## config.mk

```make
export PLATFORM = sky130hd
export DESIGN_NAME = peripheral_seqalu_flat
export DESIGN_NICKNAME = d
export VERILOG_FILES = /design/src/rtl/peripheral_seqalu_if.sv /design/src/rtl/peripheral_seqalu.sv /design/src/flat_wrapper.sv
export SDC_FILE = /design/constraint.sdc
export NUM_CORES = 1
export LEC_CHECK = 0
export ABC_AREA = 1
export BUFFER_PORTS_ARGS = -buffer_cell sky130_fd_sc_hd__buf_2
export CORE_MARGIN = 2
export CORE_UTILIZATION = 45
export DETAILED_ROUTE_END_ITERATION = 8
export PLACE_DENSITY_LB_ADDON = 0.3
export SLEW_MARGIN = 10
export SYNTH_ARGS = -nofsm -noshare
export SYNTH_HDL_FRONTEND = slang
export SYNTH_SLANG_ARGS = --single-unit
```

## constraint.sdc

```tcl
create_clock -name clk -period 10.25 [get_ports clk]
set_clock_uncertainty 0.1 [all_clocks]
set_input_delay 2.5625 -clock clk [delete_from_list [all_inputs] [get_ports clk]]
set_output_delay 2.5625 -clock clk [all_outputs]
set_load 0.02 [all_outputs]
```

## src/rtl/peripheral_seqalu_if.sv

```systemverilog
// Operand/result bundle between the operand-capture stage (master) and the
// sequential ALU (slave).
interface peripheral_seqalu_if #(
  parameter int WIDTH = 32
);
  logic             start;
  logic [1:0]       opcode;
  logic [WIDTH-1:0] dataA;
  logic [WIDTH-1:0] dataB;
  logic [WIDTH-1:0] dataR;
  logic [WIDTH-1:0] dataRem;
  logic             busy;
  logic             done;
  logic             zero;
  logic             carry;
  logic             divzero;

  modport master (
    output start, opcode, dataA, dataB,
    input  dataR, dataRem, busy, done, zero, carry, divzero
  );

  modport slave (
    input  start, opcode, dataA, dataB,
    output dataR, dataRem, busy, done, zero, carry, divzero
  );
endinterface

```

## src/rtl/peripheral_seqalu.sv

```systemverilog
// Multi-cycle ADD/SUB/MUL/DIV unit started by a rising edge of bus.start.
// Define SEQALU_DIV_EN to build the restoring divider; otherwise DIV reports "unsupported".
module peripheral_seqalu #(
  parameter int WIDTH = 32
) (
  input logic                clk,
  input logic                reset,
  peripheral_seqalu_if.slave bus
);
  localparam int CNT_W = $clog2(WIDTH) + 1;

  localparam logic [1:0] OP_ADD = 2'b00;
  localparam logic [1:0] OP_SUB = 2'b01;
  localparam logic [1:0] OP_MUL = 2'b10;
  localparam logic [1:0] OP_DIV = 2'b11;

  typedef enum logic [1:0] {
    IDLE = 2'd0,
    RUN  = 2'd1,
    FIN  = 2'd2
  } state_t;

  state_t             state_q, state_d;
  logic               start_q, start_d;
  logic [1:0]         op_q, op_d;
  logic [WIDTH-1:0]   a_q, a_d;
  logic [WIDTH-1:0]   b_q, b_d;
  logic [CNT_W-1:0]   cnt_q, cnt_d;
  logic [2*WIDTH-1:0] acc_q, acc_d;

  logic [WIDTH-1:0]   r_q, r_d;
  logic [WIDTH-1:0]   rem_out_q, rem_out_d;
  logic               zero_q, zero_d;
  logic               carry_q, carry_d;
  logic               divzero_q, divzero_d;
  logic               done_q, done_d;
  logic               busy_q, busy_d;

  logic               start_edge;
  logic               iter_last;
  logic [WIDTH:0]     addsub;
  logic [WIDTH:0]     mul_sum;
`ifdef SEQALU_DIV_EN
  logic [WIDTH-1:0]   rem_q, rem_d;
  logic [WIDTH:0]     div_shift;
  logic [WIDTH:0]     div_diff;
`endif

  assign bus.dataR   = r_q;
  assign bus.dataRem = rem_out_q;
  assign bus.zero    = zero_q;
  assign bus.carry   = carry_q;
  assign bus.divzero = divzero_q;
  assign bus.done    = done_q;
  assign bus.busy    = busy_q;

  // Datapath helpers: one ADD/SUB, one shift-add step, one restoring-divide step.
  always_comb begin
    start_edge = bus.start & ~start_q;
    iter_last  = (cnt_q == CNT_W'(WIDTH));
    if (op_q == OP_SUB) begin
      addsub = {1'b0, a_q} - {1'b0, b_q};
    end else begin
      addsub = {1'b0, a_q} + {1'b0, b_q};
    end
    mul_sum = {1'b0, acc_q[2*WIDTH-1:WIDTH]} + (acc_q[0] ? {1'b0, a_q} : '0);
`ifdef SEQALU_DIV_EN
    div_shift = {rem_q, a_q[WIDTH-1]};
    div_diff  = div_shift - {1'b0, b_q};
`endif
  end

  always_comb begin
    state_d   = state_q;
    start_d   = bus.start;
    op_d      = op_q;
    a_d       = a_q;
    b_d       = b_q;
    cnt_d     = cnt_q;
    acc_d     = acc_q;
    r_d       = r_q;
    rem_out_d = rem_out_q;
    zero_d    = zero_q;
    carry_d   = carry_q;
    divzero_d = divzero_q;
    done_d    = 1'b0;
    busy_d    = busy_q;
`ifdef SEQALU_DIV_EN
    rem_d     = rem_q;
`endif

    case (state_q)
      IDLE: begin
        if (start_edge) begin
          a_d     = bus.dataA;
          b_d     = bus.dataB;
          op_d    = bus.opcode;
          cnt_d   = '0;
          acc_d   = {{WIDTH{1'b0}}, bus.dataB};
          busy_d  = 1'b1;
          state_d = RUN;
`ifdef SEQALU_DIV_EN
          rem_d   = '0;
`endif
        end
      end

      RUN: begin
        case (op_q)
          OP_ADD, OP_SUB: begin
            acc_d   = {{(WIDTH-1){1'b0}}, addsub};
            state_d = FIN;
          end
          // Multiplier sits in the low half and shifts out as the product shifts in.
          OP_MUL: begin
            if (iter_last) begin
              state_d = FIN;
            end else begin
              acc_d = {mul_sum, acc_q[WIDTH-1:1]};
              cnt_d = cnt_q + CNT_W'(1);
            end
          end
          OP_DIV: begin
`ifdef SEQALU_DIV_EN
            // Dividend shifts out of a_q while quotient bits shift in behind it.
            if (b_q == '0 || iter_last) begin
              state_d = FIN;
            end else begin
              if (div_diff[WIDTH]) begin
                rem_d = div_shift[WIDTH-1:0];
                a_d   = {a_q[WIDTH-2:0], 1'b0};
              end else begin
                rem_d = div_diff[WIDTH-1:0];
                a_d   = {a_q[WIDTH-2:0], 1'b1};
              end
              cnt_d = cnt_q + CNT_W'(1);
            end
`else
            state_d = FIN;
`endif
          end
          default: state_d = FIN;
        endcase
      end

      FIN: begin
        state_d   = IDLE;
        busy_d    = 1'b0;
        done_d    = 1'b1;
        rem_out_d = '0;
        carry_d   = 1'b0;
        divzero_d = 1'b0;
        case (op_q)
          OP_ADD, OP_SUB: begin
            r_d     = acc_q[WIDTH-1:0];
            carry_d = acc_q[WIDTH];
          end
          OP_MUL: begin
            r_d     = acc_q[WIDTH-1:0];
            carry_d = |acc_q[2*WIDTH-1:WIDTH];
          end
          default: begin
`ifdef SEQALU_DIV_EN
            if (b_q == '0) begin
              r_d       = '1;
              rem_out_d = a_q;
              divzero_d = 1'b1;
            end else begin
              r_d       = a_q;
              rem_out_d = rem_q;
            end
`else
            r_d       = '0;
            divzero_d = 1'b1;
`endif
          end
        endcase
        zero_d = (r_d == '0);
      end

      default: state_d = IDLE;
    endcase
  end

  // start_q resets high so a start level held through reset is not seen as an edge.
  always_ff @(posedge clk or posedge reset) begin
    if (reset) begin
      state_q   <= IDLE;
      start_q   <= 1'b1;
      op_q      <= '0;
      a_q       <= '0;
      b_q       <= '0;
      cnt_q     <= '0;
      acc_q     <= '0;
      r_q       <= '0;
      rem_out_q <= '0;
      zero_q    <= 1'b0;
      carry_q   <= 1'b0;
      divzero_q <= 1'b0;
      done_q    <= 1'b0;
      busy_q    <= 1'b0;
`ifdef SEQALU_DIV_EN
      rem_q     <= '0;
`endif
    end else begin
      state_q   <= state_d;
      start_q   <= start_d;
      op_q      <= op_d;
      a_q       <= a_d;
      b_q       <= b_d;
      cnt_q     <= cnt_d;
      acc_q     <= acc_d;
      r_q       <= r_d;
      rem_out_q <= rem_out_d;
      zero_q    <= zero_d;
      carry_q   <= carry_d;
      divzero_q <= divzero_d;
      done_q    <= done_d;
      busy_q    <= busy_d;
`ifdef SEQALU_DIV_EN
      rem_q     <= rem_d;
`endif
    end
  end
endmodule
```

## src/flat_wrapper.sv

```systemverilog
// flat-port wrapper written by rule: the top's interface ports become plain ports
module peripheral_seqalu_flat 
#(
  parameter int WIDTH = 32
)
  (clk, reset, bus_start, bus_opcode, bus_dataA, bus_dataB, bus_dataR, bus_dataRem, bus_busy, bus_done, bus_zero, bus_carry, bus_divzero);
  peripheral_seqalu_if #(.WIDTH(WIDTH)) bus_i ();
  input logic clk;
  input logic reset;
  input wire logic [$bits(bus_i.start)-1:0] bus_start;
  input wire logic [$bits(bus_i.opcode)-1:0] bus_opcode;
  input wire logic [$bits(bus_i.dataA)-1:0] bus_dataA;
  input wire logic [$bits(bus_i.dataB)-1:0] bus_dataB;
  output wire logic [$bits(bus_i.dataR)-1:0] bus_dataR;
  output wire logic [$bits(bus_i.dataRem)-1:0] bus_dataRem;
  output wire logic [$bits(bus_i.busy)-1:0] bus_busy;
  output wire logic [$bits(bus_i.done)-1:0] bus_done;
  output wire logic [$bits(bus_i.zero)-1:0] bus_zero;
  output wire logic [$bits(bus_i.carry)-1:0] bus_carry;
  output wire logic [$bits(bus_i.divzero)-1:0] bus_divzero;
  assign bus_i.start = bus_start;
  assign bus_i.opcode = bus_opcode;
  assign bus_i.dataA = bus_dataA;
  assign bus_i.dataB = bus_dataB;
  assign bus_dataR = bus_i.dataR;
  assign bus_dataRem = bus_i.dataRem;
  assign bus_busy = bus_i.busy;
  assign bus_done = bus_i.done;
  assign bus_zero = bus_i.zero;
  assign bus_carry = bus_i.carry;
  assign bus_divzero = bus_i.divzero;
  peripheral_seqalu #(.WIDTH(WIDTH)) u_core (.clk(clk), .reset(reset), .bus(bus_i));
endmodule
```

# Yosys cells after proc, flatten, opt, wreduce, memory -nomap -nowiden
# Cells that the tools add are included.
[totals] n_memories=0 latch_bits=0 inputBits=69 rom_bits=0 ramBits=0 out_inout_bits=69 ff_bits=176 word_cells=66
[op_classes] div_mod_pow=0 magnitude_cmp=0 bitwise_logic=2 shifts=0 mux=21 n_eq_ne=12 n_reduce_logical=14 n_addsub=4 n_mul=0
[op_table] operator="one-hot mux 64 bit (2 select lines)" n=2
[op_table] operator="2-to-1 mux 64 bit" n=2
[op_table] operator="2-to-1 mux 32 bit" n=3
[op_table] operator="adder 32 x 32 -> 33 bit" n=1
[op_table] operator="adder 32 x 33 -> 33 bit" n=1
[op_table] operator="2-to-1 mux 33 bit" n=1
[op_table] operator="subtractor 32 x 32 -> 33 bit" n=1
[op_table] operator="logical NOT 32 bit" n=1
[op_table] operator="OR reduction 32 bit" n=1
[op_table] operator="2-to-1 mux 6 bit" n=3
[op_table] operator="one-hot mux 6 bit (2 select lines)" n=1
[op_table] operator="one-hot mux 2 bit (2 select lines)" n=2
[op_table] operator="AND reduction 4 bit" n=2
[op_table] operator="adder 6 x 1 -> 6 bit (second input constant)" n=1
[op_table] operator="equality test 2 bit (second input constant)" n=3
[op_table] operator="equality test 6 bit (second input constant)" n=1
[op_table] operator="AND reduction 2 bit" n=3
[op_table] operator="OR reduction 3 bit" n=2
[op_table] operator="equality test 2 x 1 -> 1 bit (second input constant)" n=2
[op_table] operator="logical NOT 2 bit" n=2
[op_table] operator="2-to-1 mux 2 bit" n=2
[op_table] operator="inequality test 2 x 1 -> 1 bit (second input constant)" n=2
[op_table] operator="one-hot mux 1 bit (2 select lines)" n=2
[op_table] operator="nonzero test 2 bit" n=2
[op_table] operator="8 further kinds" n=10

# Depth between registers and ports, before layout
# Gate-level depths: netlist of run 1.
[depth] depth_word=5 mapped_depth=23 ltp_nobuf=23

# Worst setup path before layout of run 1
# No wires, ideal clock.
[synth_path] path_type="input-to-reg" start="in bus_start" end="reg u_core.b_q[11]" cell_stages=8 path_slack_ps=6581 t_arrival_ps=3439 path_cell_list="inv_1 > nor2_1 > nand2_1 > buf_2 > inv_2 > buf_2 > clkbuf_1 > o21ai_0"
[synth_between] elab_chain_cells=2
[synth_rtl] item="from (decl)" line_no="flat_wrapper.sv:10" rtl="input wire logic [$bits(bus_i.start)-1:0] bus_start;"
[synth_rtl] item="AND 1 bit" line_no="peripheral_seqalu.sv:59" rtl="start_edge = bus.start & ~start_q;"
[synth_rtl] item="AND reduction 2 bit (no source line)"
[synth_rtl] item="to (signal assigned)" line_no="peripheral_seqalu.sv:192" rtl="b_q <= '0;"
[synth_rtl] item="to (signal assigned)" line_no="peripheral_seqalu.sv:210" rtl="b_q <= b_d;"
[synth_rtl] item="to (decl)" line_no="peripheral_seqalu.sv:27" rtl="logic [WIDTH-1:0] b_q, b_d;"
# No other way between the ends.
# A chain may end at the register's enable or synchronous reset.

# Worst setup path after layout of run 1
[layout_path] start="in bus_start" end="reg u_core.acc_q[0]"
[layout_between] elab_chain_cells=3
[layout_rtl] item="AND 1 bit" line_no="peripheral_seqalu.sv:59"
[layout_rtl] item="inequality test 2 x 1 -> 1 bit (no source line)"
[layout_rtl] item="AND reduction 4 bit (no source line)"
[layout_rtl] item="to (signal assigned)" line_no="peripheral_seqalu.sv:194" rtl="acc_q <= '0;"
[layout_rtl] item="to (signal assigned)" line_no="peripheral_seqalu.sv:212" rtl="acc_q <= acc_d;"
[layout_rtl] item="to (decl)" line_no="peripheral_seqalu.sv:29" rtl="logic [2*WIDTH-1:0] acc_q, acc_d;"
# No other way between the ends.

==> flow_summary.yaml, run 1 <==
status:
  outcome: "completed"
global_route:
  antenna_found_initial: 0
  grt_pass1_vias: 11900
  grtUsageTotal_pct: 26.0
  grt_max_degree: 84
  grt_pass1_wl_mm: 62.9
  grt_remaining_overflow: 0
finish:
  diodes: 0
  drive_gt1_share_pct: 9.20
  final_area_um2: 14600
  fin_nets: 2222
  area_growth_pct: 9.62
synth:
  synth_flop_cell: "dfrtp_1"
  netlist_area_um2: 13300
  synthArstFlopShare_pct: 100
  synth_most_common_cell: "nand2_1"
  yosys_warnings: 0
  yosys.area.top_type: "dfrtp_1"
  synth_area_per_cell_um2: 6.62
  synthTopCellsByCount: "695 x nand2_1, 287 x inv_1, 175 x dfrtp_1"
  yosysSeqAreaShare_pct: 33.1
  synth_top_cell_area_share_pct: 32.9
  synth.area.top_cells: "dfrtp_1 33%, nand2_1 20%, inv_1 8.1%"
  synthCells: 2010
  yosysUniqueCellTypes: 54
  yosys_register_bits: 176
  synth_edf_count: 0
cts:
  cts_num_sinks: 176
  cts_max_path_buffers: 2
  clkTransAtPathRegs_ns: 0.07
  cts_root_buf: "clkbuf_16"
  ctsHoldBuffers: 0
  cts_resized: 0
  cts_tree: "yes"
  htreeDepth: 4
  post_cts_buffers: 0
  cts_buffers: 17
  worstSkewPairLatency_ns: 0.44
power:
  leakagePower_nw: 8.21
  switching_power_mw: 2.34
  peakVddDrop_v: 0.000163
  clkPwrFrac_pct: 15.5
  power.density_nw_per_um2: 308
  p_seq_share_pct: 25.9
  combPwrFrac_pct: 58.7
  intPower_mw: 2.15
  switching_share_pct: 52.1
die:
  rows: 62
  die-height_um: 176
  start_util_pct: 46.0
  die_area_um2: 30900
  io_pins: 138
  fp.dieW_um: 176
  core_um2: 28900
setup_path:
  path_cells: "buf_2, inv_1, nor2_1, nand2_2, o21ai_1, nand2_2, buf_4, inv_2, o21ai_0, o21ai_1"
  critPathMaxStageDelay_ns: 0.59
  worstRegToRegCells: 18
  slowest_stage: "nand2_2"
  critPathKind: "in -> reg"
  arrival_ns: 4.69
  cp.required_ns: 10.46
  cp_num_buf_inv: 4
  cp_num_cells: 10
  critPathTopFamily: "buffers and inverters"
  critical_path_peak_fanout: 42
  start_kind: "primary input"
  endpoint_kind: "register"
timing:
  min_period_over_period_pct: 43.7
  final-hold-violation-count: 0
  period_minus_slack_ns: 4.48
  max_slew_margin_pct: 20.1
  fin_setup_tns_ns: 0
  tightest_slew_ns: 1.20
  rsz0062_at_grt: "false"
  fmax_mhz: 223
  slew_viol_final: 0
  setup_viol: 0
routing:
  avgViaCountPerCell: 5.13
  ant_nets: 0
  wl_per_cell_um: 15.9
  dr.pass1.iters: 5
  drt_iter0_markers: 994
  via_count: 12700
  drc: 0
  drt-total-wl_mm: 39.4
place:
  gp_congestion: 0.958
  dpl.hpwl_mm: 30.8
  portBuffers: 105
  postPlaceCellArea_um2: 14000
worst_hold_path:
  worstHoldPathType: "reg -> reg"
  min_path_cells: 2
run:
  max_cap_violations: 0
-- per-stage QoR --
stage | worst slack [ns] | hold WS, ns | cells | total power, mW | utilization [%]
after floorplan | 2.82 | 0.353 | 2041 | 3.03 | -
after CTS | 5.83 | 0.382 | 2481 | 4.48 | 50.4
after detailed placement | 5.45 | 0.363 | 2449 | 3.77 | 48.2
after global routing | 5.65 | 0.408 | 2481 | 4.88 | 50.4
final | 5.77 | 0.376 | 2481 | 4.49 | 50.4
after global placement | 5.46 | 0.361 | 2449 | 3.73 | 48.2
-- cells in the final DEF, fill, tap and decap left out, drive strengths merged, types with 2 or more instances in the layout --
cell type / count
a21o: 3
inv: 303
nor3: 25
a22oi: 10
ha: 67
clkbuf: 17
nand3: 96
o21bai: 7
nand2: 710
a21boi: 3
a41oi: 5
o21ai: 121
dfrtp: 175
o211ai: 3
o21a: 3
nor4: 11
conb: 32
clkinv: 5
o22ai: 2
nand2b: 3
a21oi: 137
a31oi: 3
fa: 2
o31ai: 14
xor2: 42
bufinv: 2
buf: 113
xnor2: 3
nand4: 18
a221oi: 2
nor2: 152
-- power groups by stage --
stage          Clock [mW]  Combinational (mW)  Sequential [mW]
2_1_floorplan           0                1.87             1.17
3_3_place_gp            0                2.57             1.16
3_5_place_dp            0                2.60             1.17
4_1_cts             0.705                2.62             1.16
5_1_grt             0.736                2.96             1.19
6_report            0.695                2.63             1.16
-- worst register-to-register path, stage by stage, from the launching register on --
cell and delay (ns):
dfrtp_1 0.45, inv_1 0.09, ha_1 0.19, nand3_2 0.15
nor3_2 0.42, a41oi_1 0.33, nor2_1 0.20, xor2_1 0.25
ha_1 0.36, nand2_1 0.17, nor2_1 0.09, o21bai_1 0.12
nand3_1 0.10, a21oi_1 0.23, nand2_1 0.09, nand2_1 0.06
nand3_1 0.11, nand2_1 0.09, nand2_1 0.04
-- area by class of cell --
type,instances,area (um^2)
fillers,2980,14400
multi-input cells,1480,7370
flip-flops and latches,176,4410
inverters,296,1120
repair buffers,113,586
well taps,384,480
clock buffers,17,425
clock inverters,15,193
-- sequential cells by signal (all words and copies together) (netlist names) --
name	count
u_core.start_q	1
u_core.op_q	2
u_core.cnt_q	6
u_core.bus.divzero	1
u_core.a_q	32
u_core.bus.zero	1
u_core.bus.busy	1
u_core.b_q	32
u_core.bus.done	1
u_core.acc_q	64
u_core.bus.carry	1
u_core.bus.dataR	32
u_core.state_q	2
-- worst paths after layout --
kind | from | to | slack, ns
worst max-delay path | bus_start | u_core.acc_q[0] | 5.77
worst min-delay path | u_core.bus.dataR[1] | u_core.bus.dataR[1] | 0.38
worst max register to register | u_core.b_q[0] | u_core.acc_q[32] | 6.51
worst min register to register | u_core.bus.dataR[1] | u_core.bus.dataR[1] | 0.38
max in group asynchronous | reset | u_core.acc_q[25] | 6.75
min in group asynchronous | reset | u_core.acc_q[35] | 2.04
-- per-layer routing --
metal	wire [um]	GRT usage (%)	share of wire (%)	up-vias
met2	18100	42.1	46	415
met4	827	7.27	2.1	0
met1	18000	36.1	46	5834
li1	-	-	-	6437
met3	2510	3.90	6.4	40
met5	0	0	0	-
-- cells by family after synthesis --
logic type                 synth area share, %
and+or+nand+nor                           31.7
other                                   0.0282
DFF                                       33.1
buffers and inverters                     12.3
AOI/OAI and AO/OA                         13.2
adders and majority gates                 6.61
xor gates and xnor gates                  2.96
Note: power is estimated with default switching activity, not from simulation.
==> inputs of run 2 (changes only) <==
==> constraint.sdc (replaced) <==
create_clock -name clk -period 3.95 [get_ports clk]
set_clock_uncertainty 0.1 [all_clocks]
set_input_delay 0.9875 -clock clk [delete_from_list [all_inputs] [get_ports clk]]
set_output_delay 0.9875 -clock clk [all_outputs]
set_load 0.02 [all_outputs]
==> run 2 against run 1 <==
Die area unchanged; global-route usage up 1.2 points; hold slack worse by 0.0014 ns; sequential share of layout area down 0.12 points; final cell count up 0.16%; utilization up 0.20 points; highest routed layer unchanged.
==> flow_summary.yaml, run 2 (same netlist as run 1, synthesis figures left out) <==
status:
  outcome: "completed"
finish:
  area_growth_pct: 10.1
  fin_nets: 2227
  layout_common_cells: "694 x nand2_1, 285 x inv_1, 175 x dfrtp_1, 147 x nor2_1, 133 x a21oi_1"
  drive_gt1_share_pct: 9.33
  largest_reg_flops: 64
  largest_register: "u_core.acc_q"
  diodes: 0
  mostFrequentLayoutCell: "nand2_1"
global_route:
  grt_pass1_wl_mm: 65.9
  grt_pass1_vias: 12200
  grt_remaining_overflow: 0
  grt_max_degree: 67
  antenna_found_initial: 0
  grtUsageTotal_pct: 27.2
timing:
  rsz0062_at_grt: "false"
  max_slew_margin_pct: 31.5
  tightest_slew_ns: 1.03
  setup_viol: 0
  slew_viol_final: 0
  period_minus_slack_ns: 3.59
  min_period_over_period_pct: 90.8
  final-hold-violation-count: 0
  fin_setup_tns_ns: 0
  fmax_mhz: 279
setup_path:
  endpoint: "u_core.acc_q[29]"
  arrival_ns: 3.85
  startpoint: "u_core.b_q[0]"
  start_kind: "register"
  worstRegToRegCells: 17
  critical_path_peak_fanout: 5
  r2r_start: "u_core.b_q[0]"
  endpoint_kind: "register"
  cp.required_ns: 4.22
  critPathKind: "reg -> reg"
  r2r_slack_ns: 0.36
  regToRegEndpoint: "u_core.acc_q[29]"
power:
  switching_share_pct: 52.4
  power.density_nw_per_um2: 805
  p_seq_share_pct: 25.4
  peakVddDrop_v: 0.000388
  switching_power_mw: 6.17
  leakagePower_nw: 8.24
  power_mw: 11.8
  intPower_mw: 5.61
  clkPwrFrac_pct: 15.3
  combPwrFrac_pct: 59.3
die:
  fp.dieW_um: 176
  io_pins: 138
  die-height_um: 176
  die_area_um2: 30900
  rows: 62
  start_util_pct: 46.0
  core_um2: 28900
place:
  dpl.hpwl_mm: 32.5
  gp_congestion: 0.973
  portBuffers: 105
cts:
  ctsHoldBuffers: 0
  cts_root_buf: "clkbuf_16"
  cts_tree: "yes"
  cts_num_sinks: 176
  cts_buffers: 17
  cts_max_path_buffers: 2
  post_cts_buffers: 0
  worstSkewPairLatency_ns: 0.45
  htreeDepth: 4
  clkTransAtPathRegs_ns: 0.07
  cts_resized: 0
routing:
  avgViaCountPerCell: 5.23
  wl_per_cell_um: 16.6
  dr.pass1.iters: 5
  drt_iter0_markers: 1147
  ant_nets: 0
  via_count: 13000
  drc: 0
  drt-total-wl_mm: 41.4
worst_hold_path:
  worstHoldPathType: "reg -> reg"
run:
  max_cap_violations: 0
[run 2: cell types whose count changed in the layout (fill, tap and decap cells not counted), sizes merged]
cell | previous run | this run
buf | 113 | 118
inv | 303 | 299
clkbuf | 17 | 20
[run 2: layer usage]
metal	routed length, um	track usage [%]	share of wire, %	up-vias
met4	1060	8.61	2.6	0
met5	0	0	0	-
met1	19300	38.4	47	6073
met2	18900	43.8	46	403
met3	2110	3.03	5.1	63
li1	-	-	-	6459
[run 2: worst min-delay path by stage]
stage | from | to | slack [ns] | cells past startpoint
after global placement | u_core.bus.busy | u_core.bus.busy | 0.36 | 2
final | u_core.bus.busy | u_core.bus.busy | 0.37 | 2
after detailed placement | u_core.bus.busy | u_core.bus.busy | 0.36 | 2
after floorplan | u_core.acc_q[1] | u_core.acc_q[1] | 0.35 | 2
after CTS | u_core.bus.busy | u_core.bus.busy | 0.38 | 2
after global routing | u_core.bus.busy | u_core.bus.busy | 0.40 | 2
[run 2: worst max-delay path: stages, from the launching register on]
cell	delay (ns)
dfrtp_1	0.45
inv_1	0.09
ha_1	0.18
nand3_2	0.14
nor3_2	0.37
a41oi_1	0.32
xor2_1	0.25
ha_1	0.40
nand2_1	0.11
nor2_1	0.31
nand2_1	0.18
nor2_1	0.12
nand2_1	0.12
nand2_1	0.08
nand2_1	0.05
nand3_1	0.06
nand2_1	0.06
a21oi_1	0.12
[run 2: area by class of cell]
cell class                 instances  area [um^2]
multi-input combinational       1480         7370
sequential                       176         4410
clock buffer                      20          457
inverter                         296         1110
clock inverter                    11          146
fill                            2985        14300
tap                              384          480
timing repair buffer             118          661
[run 2: power by group through the flow]
stage | sequential, mW | combinational [mW] | clock, mW
floorplan | 3.03 | 4.84 | 0
global placement | 2.99 | 6.83 | 0
detailed placement | 3.01 | 6.90 | 0
CTS | 2.98 | 6.94 | 1.84
global route | 3.06 | 7.80 | 1.90
finish | 2.99 | 6.98 | 1.80
[run 2: through the flow]
| stage | utilization [%] | setup WS (ns) | instances | hold WS (ns) | instance area [um^2] |
|---|---|---|---|---|---|
| after floorplan | - | 0.611 | 2041 | 0.353 | 13400 |
| after global placement | 48.5 | 0.460 | 2454 | 0.357 | 14000 |
| after detailed placement | 48.5 | 0.471 | 2454 | 0.358 | 14000 |
| after CTS | 50.6 | 0.436 | 2485 | 0.376 | 14600 |
| after global routing | 50.6 | 0.110 | 2485 | 0.399 | 14600 |
| final | 50.6 | 0.364 | 2485 | 0.375 | 14600 |
